### src/rtl/audio_pkg.sv
// Shared audio-path definitions: default sample widths used by the moving-average
// filter and the I2S output stage, plus the I2S transmitter FSM state type.
// Build option I2S_TX_ROUND_EN (consumed by i2s_sample_reduce) selects rounding.
package audio_pkg;

  localparam int unsigned AUDIO_BIT_WIDTH = 32;  // filter output sample width
  localparam int unsigned AUDIO_OUT_WIDTH = 24;  // DAC sample width
  localparam int unsigned I2S_SLOT_WIDTH  = 32;  // BCLKs per channel slot
  localparam int unsigned I2S_BCLK_DIV    = 4;   // clk cycles per BCLK period

  typedef enum logic {
    IDLE = 1'b0,
    RUN  = 1'b1
  } i2s_state_e;

endpackage

### src/rtl/i2s_sample_reduce.sv
// Width reduction of a signed sample from BIT_WIDTH down to OUT_WIDTH.
// Default: truncation (floor toward -inf).
// Macro I2S_TX_ROUND_EN: round-half-up in BIT_WIDTH+1 bits, then saturate.
module i2s_sample_reduce
  import audio_pkg::*;
#(
  parameter int unsigned BIT_WIDTH = AUDIO_BIT_WIDTH,
  parameter int unsigned OUT_WIDTH = AUDIO_OUT_WIDTH
) (
  input  logic [BIT_WIDTH-1:0] sample_i,
  output logic [OUT_WIDTH-1:0] sample_o
);

  localparam int unsigned SH = BIT_WIDTH - OUT_WIDTH;

  if (SH == 0) begin : g_pass
    assign sample_o = sample_i;
  end else begin : g_reduce
`ifdef I2S_TX_ROUND_EN
    localparam logic [BIT_WIDTH:0] HALF = (BIT_WIDTH+1)'(1) << (SH - 1);

    logic [BIT_WIDTH:0] sum;
    logic [OUT_WIDTH:0] hi;
    logic               unused_sum_lsb;

    // Round half up; only positive overflow is reachable, but both rails are handled.
    always_comb begin
      sum = {sample_i[BIT_WIDTH-1], sample_i} + HALF;
      hi  = sum[BIT_WIDTH -: OUT_WIDTH+1];
      if (hi[OUT_WIDTH] == hi[OUT_WIDTH-1]) begin
        sample_o = hi[OUT_WIDTH-1:0];
      end else if (!hi[OUT_WIDTH]) begin
        sample_o = {1'b0, {(OUT_WIDTH-1){1'b1}}};
      end else begin
        sample_o = {1'b1, {(OUT_WIDTH-1){1'b0}}};
      end
    end

    assign unused_sum_lsb = ^sum[SH-1:0];
`else
    logic unused_lsb;

    assign sample_o   = sample_i[BIT_WIDTH-1 -: OUT_WIDTH];
    assign unused_lsb = ^sample_i[SH-1:0];
`endif
  end

endmodule

### src/rtl/i2s_tx.sv
// I2S transmitter: reduces the filter's mono sample to DAC width, duplicates it
// into both slots and serialises it MSB first with the standard 1-bit delay.
// BCLK/LRCLK are generated from clk; every output is registered.
// Build option I2S_TX_ROUND_EN selects rounding+saturation in i2s_sample_reduce.
module i2s_tx
  import audio_pkg::*;
#(
  parameter int unsigned BIT_WIDTH  = AUDIO_BIT_WIDTH,
  parameter int unsigned OUT_WIDTH  = AUDIO_OUT_WIDTH,
  parameter int unsigned SLOT_WIDTH = I2S_SLOT_WIDTH,
  parameter int unsigned BCLK_DIV   = I2S_BCLK_DIV
) (
  input  logic                 clk,
  input  logic                 rst_n,
  input  logic                 enable,
  input  logic [BIT_WIDTH-1:0] d,
  output logic                 bclk,
  output logic                 lrclk,
  output logic                 sdata,
  output logic                 frame_strobe,
  output logic                 busy
);

  localparam int unsigned FRAME_BITS = 2 * SLOT_WIDTH;
  localparam int unsigned CW         = $clog2(FRAME_BITS);
  localparam int unsigned DW         = $clog2(BCLK_DIV);

  localparam logic [CW-1:0] BIT_LAST = CW'(FRAME_BITS - 1);
  localparam logic [CW-1:0] SLOT_LIM = CW'(SLOT_WIDTH);
  localparam logic [DW-1:0] DIV_LAST = DW'(BCLK_DIV - 1);
  localparam logic [DW-1:0] DIV_HALF = DW'(BCLK_DIV / 2);

  i2s_state_e           state_q, state_d;
  logic [DW-1:0]        div_q, div_d;
  logic [CW-1:0]        bit_q, bit_d;
  logic [OUT_WIDTH-1:0] sample_q, sample_d;
  logic                 bclk_q, bclk_d;
  logic                 lrclk_q, lrclk_d;
  logic                 sdata_q, sdata_d;
  logic                 strobe_q, strobe_d;
  logic                 busy_q, busy_d;

  logic [OUT_WIDTH-1:0] reduced;
  logic                 tick;
  logic [CW-1:0]        bit_inc;
  int unsigned          slot_pos;
  logic                 slot_bit;

  i2s_sample_reduce #(
    .BIT_WIDTH (BIT_WIDTH),
    .OUT_WIDTH (OUT_WIDTH)
  ) u_reduce (
    .sample_i (d),
    .sample_o (reduced)
  );

  assign tick    = (div_q == DIV_LAST);
  assign bit_inc = (bit_q == BIT_LAST) ? '0 : bit_q + 1'b1;

  // Serial bit for the slot position the next tick moves to (computed from bit_q+1
  // rather than bit_d so the FSM block stays free of a combinational feedback path).
  always_comb begin
    slot_pos = 32'(bit_inc) % SLOT_WIDTH;
    slot_bit = 1'b0;
    for (int unsigned i = 1; i <= OUT_WIDTH; i++) begin
      if (slot_pos == i) slot_bit = sample_q[OUT_WIDTH-i];
    end
  end

  // Next-state and registered-output logic.
  always_comb begin
    state_d  = state_q;
    div_d    = div_q;
    bit_d    = bit_q;
    sample_d = sample_q;
    bclk_d   = bclk_q;
    lrclk_d  = lrclk_q;
    sdata_d  = sdata_q;
    strobe_d = 1'b0;
    busy_d   = busy_q;
    case (state_q)
      IDLE: begin
        div_d   = '0;
        bit_d   = '0;
        bclk_d  = 1'b0;
        lrclk_d = 1'b0;
        sdata_d = 1'b0;
        busy_d  = 1'b0;
        if (enable) begin
          state_d  = RUN;
          sample_d = reduced;
          strobe_d = 1'b1;
          busy_d   = 1'b1;
        end
      end
      RUN: begin
        div_d  = tick ? '0 : div_q + 1'b1;
        bclk_d = (div_d >= DIV_HALF);
        if (tick) begin
          bit_d   = bit_inc;
          lrclk_d = (bit_inc >= SLOT_LIM);
          sdata_d = slot_bit;
          if (bit_q == BIT_LAST) begin
            if (enable) begin
              sample_d = reduced;
              strobe_d = 1'b1;
            end else begin
              state_d = IDLE;
              busy_d  = 1'b0;
              div_d   = '0;
              bit_d   = '0;
              bclk_d  = 1'b0;
              lrclk_d = 1'b0;
              sdata_d = 1'b0;
            end
          end
        end
      end
      default: state_d = IDLE;
    endcase
  end

  // State and output registers, asynchronously cleared.
  always_ff @(posedge clk or negedge rst_n) begin
    if (!rst_n) begin
      state_q  <= IDLE;
      div_q    <= '0;
      bit_q    <= '0;
      sample_q <= '0;
      bclk_q   <= 1'b0;
      lrclk_q  <= 1'b0;
      sdata_q  <= 1'b0;
      strobe_q <= 1'b0;
      busy_q   <= 1'b0;
    end else begin
      state_q  <= state_d;
      div_q    <= div_d;
      bit_q    <= bit_d;
      sample_q <= sample_d;
      bclk_q   <= bclk_d;
      lrclk_q  <= lrclk_d;
      sdata_q  <= sdata_d;
      strobe_q <= strobe_d;
      busy_q   <= busy_d;
    end
  end

  assign bclk         = bclk_q;
  assign lrclk        = lrclk_q;
  assign sdata        = sdata_q;
  assign frame_strobe = strobe_q;
  assign busy         = busy_q;

endmodule

### config.mk
export PLATFORM = sky130hd
export DESIGN_NAME = i2s_tx
export DESIGN_NICKNAME = d
export VERILOG_FILES = /design/src/rtl/audio_pkg.sv /design/src/rtl/i2s_sample_reduce.sv /design/src/rtl/i2s_tx.sv
export SDC_FILE = /design/constraint.sdc
export NUM_CORES = 1
export LEC_CHECK = 0
export ABC_AREA = 1
export ABC_CLOCK_PERIOD_IN_PS = 3200
export CAP_MARGIN = 20
export CORE_UTILIZATION = 45
export CTS_BUF_LIST = sky130_fd_sc_hd__clkbuf_16
export DETAILED_ROUTE_END_ITERATION = 6
export PLACE_DENSITY = 0.71
export SLEW_MARGIN = 40
export SYNTH_ARGS = -nofsm -noshare
export SYNTH_HDL_FRONTEND = slang
export SYNTH_SLANG_ARGS = --single-unit
### constraint.sdc
create_clock -name clk -period 3.2 [get_ports clk]
set_input_delay 0.48 -clock clk [delete_from_list [all_inputs] [get_ports clk]]
set_output_delay 0.48 -clock clk [all_outputs]
set_load 0.005 [all_outputs]
==> results of run 1 <==
==> repair_timing <==
item / CTS / global route
setup endpoints to repair: 0 / 1
endpoints found under the hold margin: 0 / 0
resized for setup: 0 / 2
==> area by class of cell <==
cell class	instances	area, um^2
Clock inverter	3	12.5
Clock buffer	5	125
Multi-Input combinational cell	199	922
Inverter	41	154
Fill cell	415	1830
Tap cell	52	65.1
Timing Repair Buffer	33	323
Sequential cell	37	926
==> cells in the mapped netlist <==
cell,instances
buf_1,1
a31oi_1,2
o21ai_0,21
nor2_1,16
inv_2,2
a41oi_1,1
clkbuf_8,1
nand4_1,6
dfrtp_1,37
o21a_1,1
nor3_1,4
nand2_2,2
xor2_2,1
nand3_1,14
nand3_2,1
a21oi_1,2
ha_1,6
nor2_2,1
nand2_1,117
inv_1,39
clkbuf_1,3
o22ai_1,3
nor3b_1,1
==> report_power, final <==
| part | total, mW | switching, mW | internal [mW] |
|---|---|---|---|
| Combinational | 0.0399 | 0.0128 | 0.0271 |
| Clock | 0.458 | 0.176 | 0.281 |
| Sequential | 0.468 | 0 | 0.468 |
| Total | 0.966 | 0.189 | 0.777 |
==> logic make-up after synthesis <==
logic type,after synthesis
AND/OR/NAND/NOR,162
buffers and inverters,46
flip-flops,37
AO/OA/AOI/OAI,30
adder cells (fa/ha/maj),6
XOR/XNOR,1
==> path summary, 6_finish.rpt <==
check / to / cells past startpoint / from / slack (ns)
max: sdata / 34 / bit_q[0] / 0.37
min: sample_q[17] / 1 / rst_n / 0.14
max reg2reg: sdata / 34 / bit_q[0] / 0.37
min reg2reg: div_q[0] / 1 / div_q[0] / 0.44
max in group asynchronous: sample_q[0] / 1 / rst_n / 2.71
min in group clk: div_q[0] / 1 / div_q[0] / 0.44
==> metal layers <==
metal  up-vias  global-route usage, %
met5         -                      0
met3         8                   4.09
met2        45                   28.4
met4         0                   7.26
met1       820                   24.9
li1        946                      -
==> stage by stage <==
step                      instances  worst slack, ns  cell area [um^2]
after global routing            370         0.000355              2530
after detailed placement        362            0.328              2380
final                           370            0.366              2530
after floorplan                 282            0.728              2030
after global placement          362            0.381              2380
after CTS                       370            0.308              2520
==> worst reg2reg max path: cells and delay by family (launching register included) <==
family	cells	cell delay [ns]
and+or+nand+nor	32	1.96
buffers and inverters	1	0.04
DFF	1	0.45
adders and majority gates	1	0.25
==> state kept, by name (all words and copies together), names as in the netlist <==
| register | flops |
|---|---|
| bit_q | 6 |
| frame_strobe | 1 |
| busy | 1 |
| sdata | 1 |
| lrclk | 1 |
| bclk | 1 |
| div_q | 1 |
| sample_q | 24 |
| state_q | 1 |
==> cells in the final DEF, fill, tap and decap left out, drive strengths merged <==
cell type / n
a21oi: 2
o22ai: 3
nor3: 4
nand4: 6
ha: 6
nand2: 119
nor2: 17
clkdlybuf4s50: 30
nor3b: 1
clkinv: 3
inv: 41
a41oi: 1
buf: 3
a31oi: 2
o21a: 1
dfrtp: 37
nand3: 15
clkbuf: 5
o21ai: 21
xor2: 1
==> run metrics, run 1 <==
fin crit period 2.83 ns; final wirelength between 4 and 5 mm; Die W approximately 69 um; largest area contributor in the netlist dfrtp_1; Die Area about 4800 um^2; Antenna Nets Post-Route 0; Crit-path slowest cell dfrtp_1; Crit path arrival time 3.00 ns; Max-Cap Viols 0; register area share after synthesis between 40% and 50%; setup TNS 0 ns; row cnt 24; Seq cells post-synth 37; diode count 0; Post-Syn Nets about 320; # nets final 358; initial antenna violation count 0; RSZ-0062 raised after global routing no; clk_lat worst skew approximately 0.28 ns; Metal-1 WL roughly 2.0 mm; Hold Vio Cnt, Final 0; initial drt markers 79; Max VDD drop around 260 uV; Bufs and invs on worst path 1; status complete, no violations; compound-cell area share of the yosys netlist under 10%; endpoints failing setup 0; worst-path fanout max 8; Final GP Congestion 0.928; share of the synthesized area in the top cell type 45.7%; largest family of logic cells by synthesized area simple AND/OR/NAND/NOR gates; Synth Area in Simple Gates 32.7%; TritonCTS Buffers 5; fin. max-slew vios 0; multiplexer share of the synthesized area 0%; routed vias around 1.8k; critical path launch point type flip-flop; uppermost layer routed met4; Largest delay share family, worst path simple AND/OR/NAND/NOR gates; Max Buffers Root-to-Sink 2; Final period util around nine tenths; Die Y 69.1 um; most frequent CP cell nand2_1; core footprint about 4400 um^2; Initial Util a little under half; Vias per Instance ~5; adder-cell share of the synthesized area between 3 and 4%; Leak Pwr approximately 1.3 nW; setup bufs post-CTS 0; WL met2 1.79 mm; Root Buffer Master clkbuf_16; synthesized cell area ~2000 um^2; largest cells by area after synthesis dfrtp_1, nand2_1, inv_1; worst hold margin roughly 0.14 ns; DR WL met3 between 150 and 200 um; DP Wirelength between 2 and 3 mm; First-pass DRT Iterations 4; clock slew at reported path FFs about 0.06 ns; Cells after Synth about 280; fin util around three fifths; GRT Overall Usage between 10% and 20%; Area Overhead vs Synth 24.8%; grt ovf 0; layout cell share with drive strength beyond 1 approximately 6%; DRC 0; max frequency 0.353 GHz; # IOs 40; first-pass GRT wire length between 7 and 8 mm; vias in the first global route 1681; Hold WC Path Type in -> async; Synth Area in XOR/XNOR less than 1%; CTS tree yes; YS warnings 0; Synth Area per Inst 7.18 um^2; crit-path max cell delay roughly 0.45 ns; measured slew at the worst slew-check pin ~0.48 ns; CP Class reg -> reg; PwrDens 382 nW/um^2; Netlist cell types 23; clock skew about 0.0062 ns; max_slew headroom between 60% and 70%; worst path required time 3.37 ns; Port Buffers 31; hold buffers post-CTS 0; largest net degree at the start of global routing 38; wire per inst between 10 and 15 um; H-Tree Depth 2; Setup crit end kind flip-flop; Sinks on Clock Net 37; post-layout total power a little under 1 mW
(Power assumes the default switching activity.)
==> run 2: changes to the inputs <==
GPL_ROUTABILITY_DRIVEN = 0   (was default)
==> results of run 2 <==
Same layout as run 1: the final DEF is identical, and so are final timing and power.
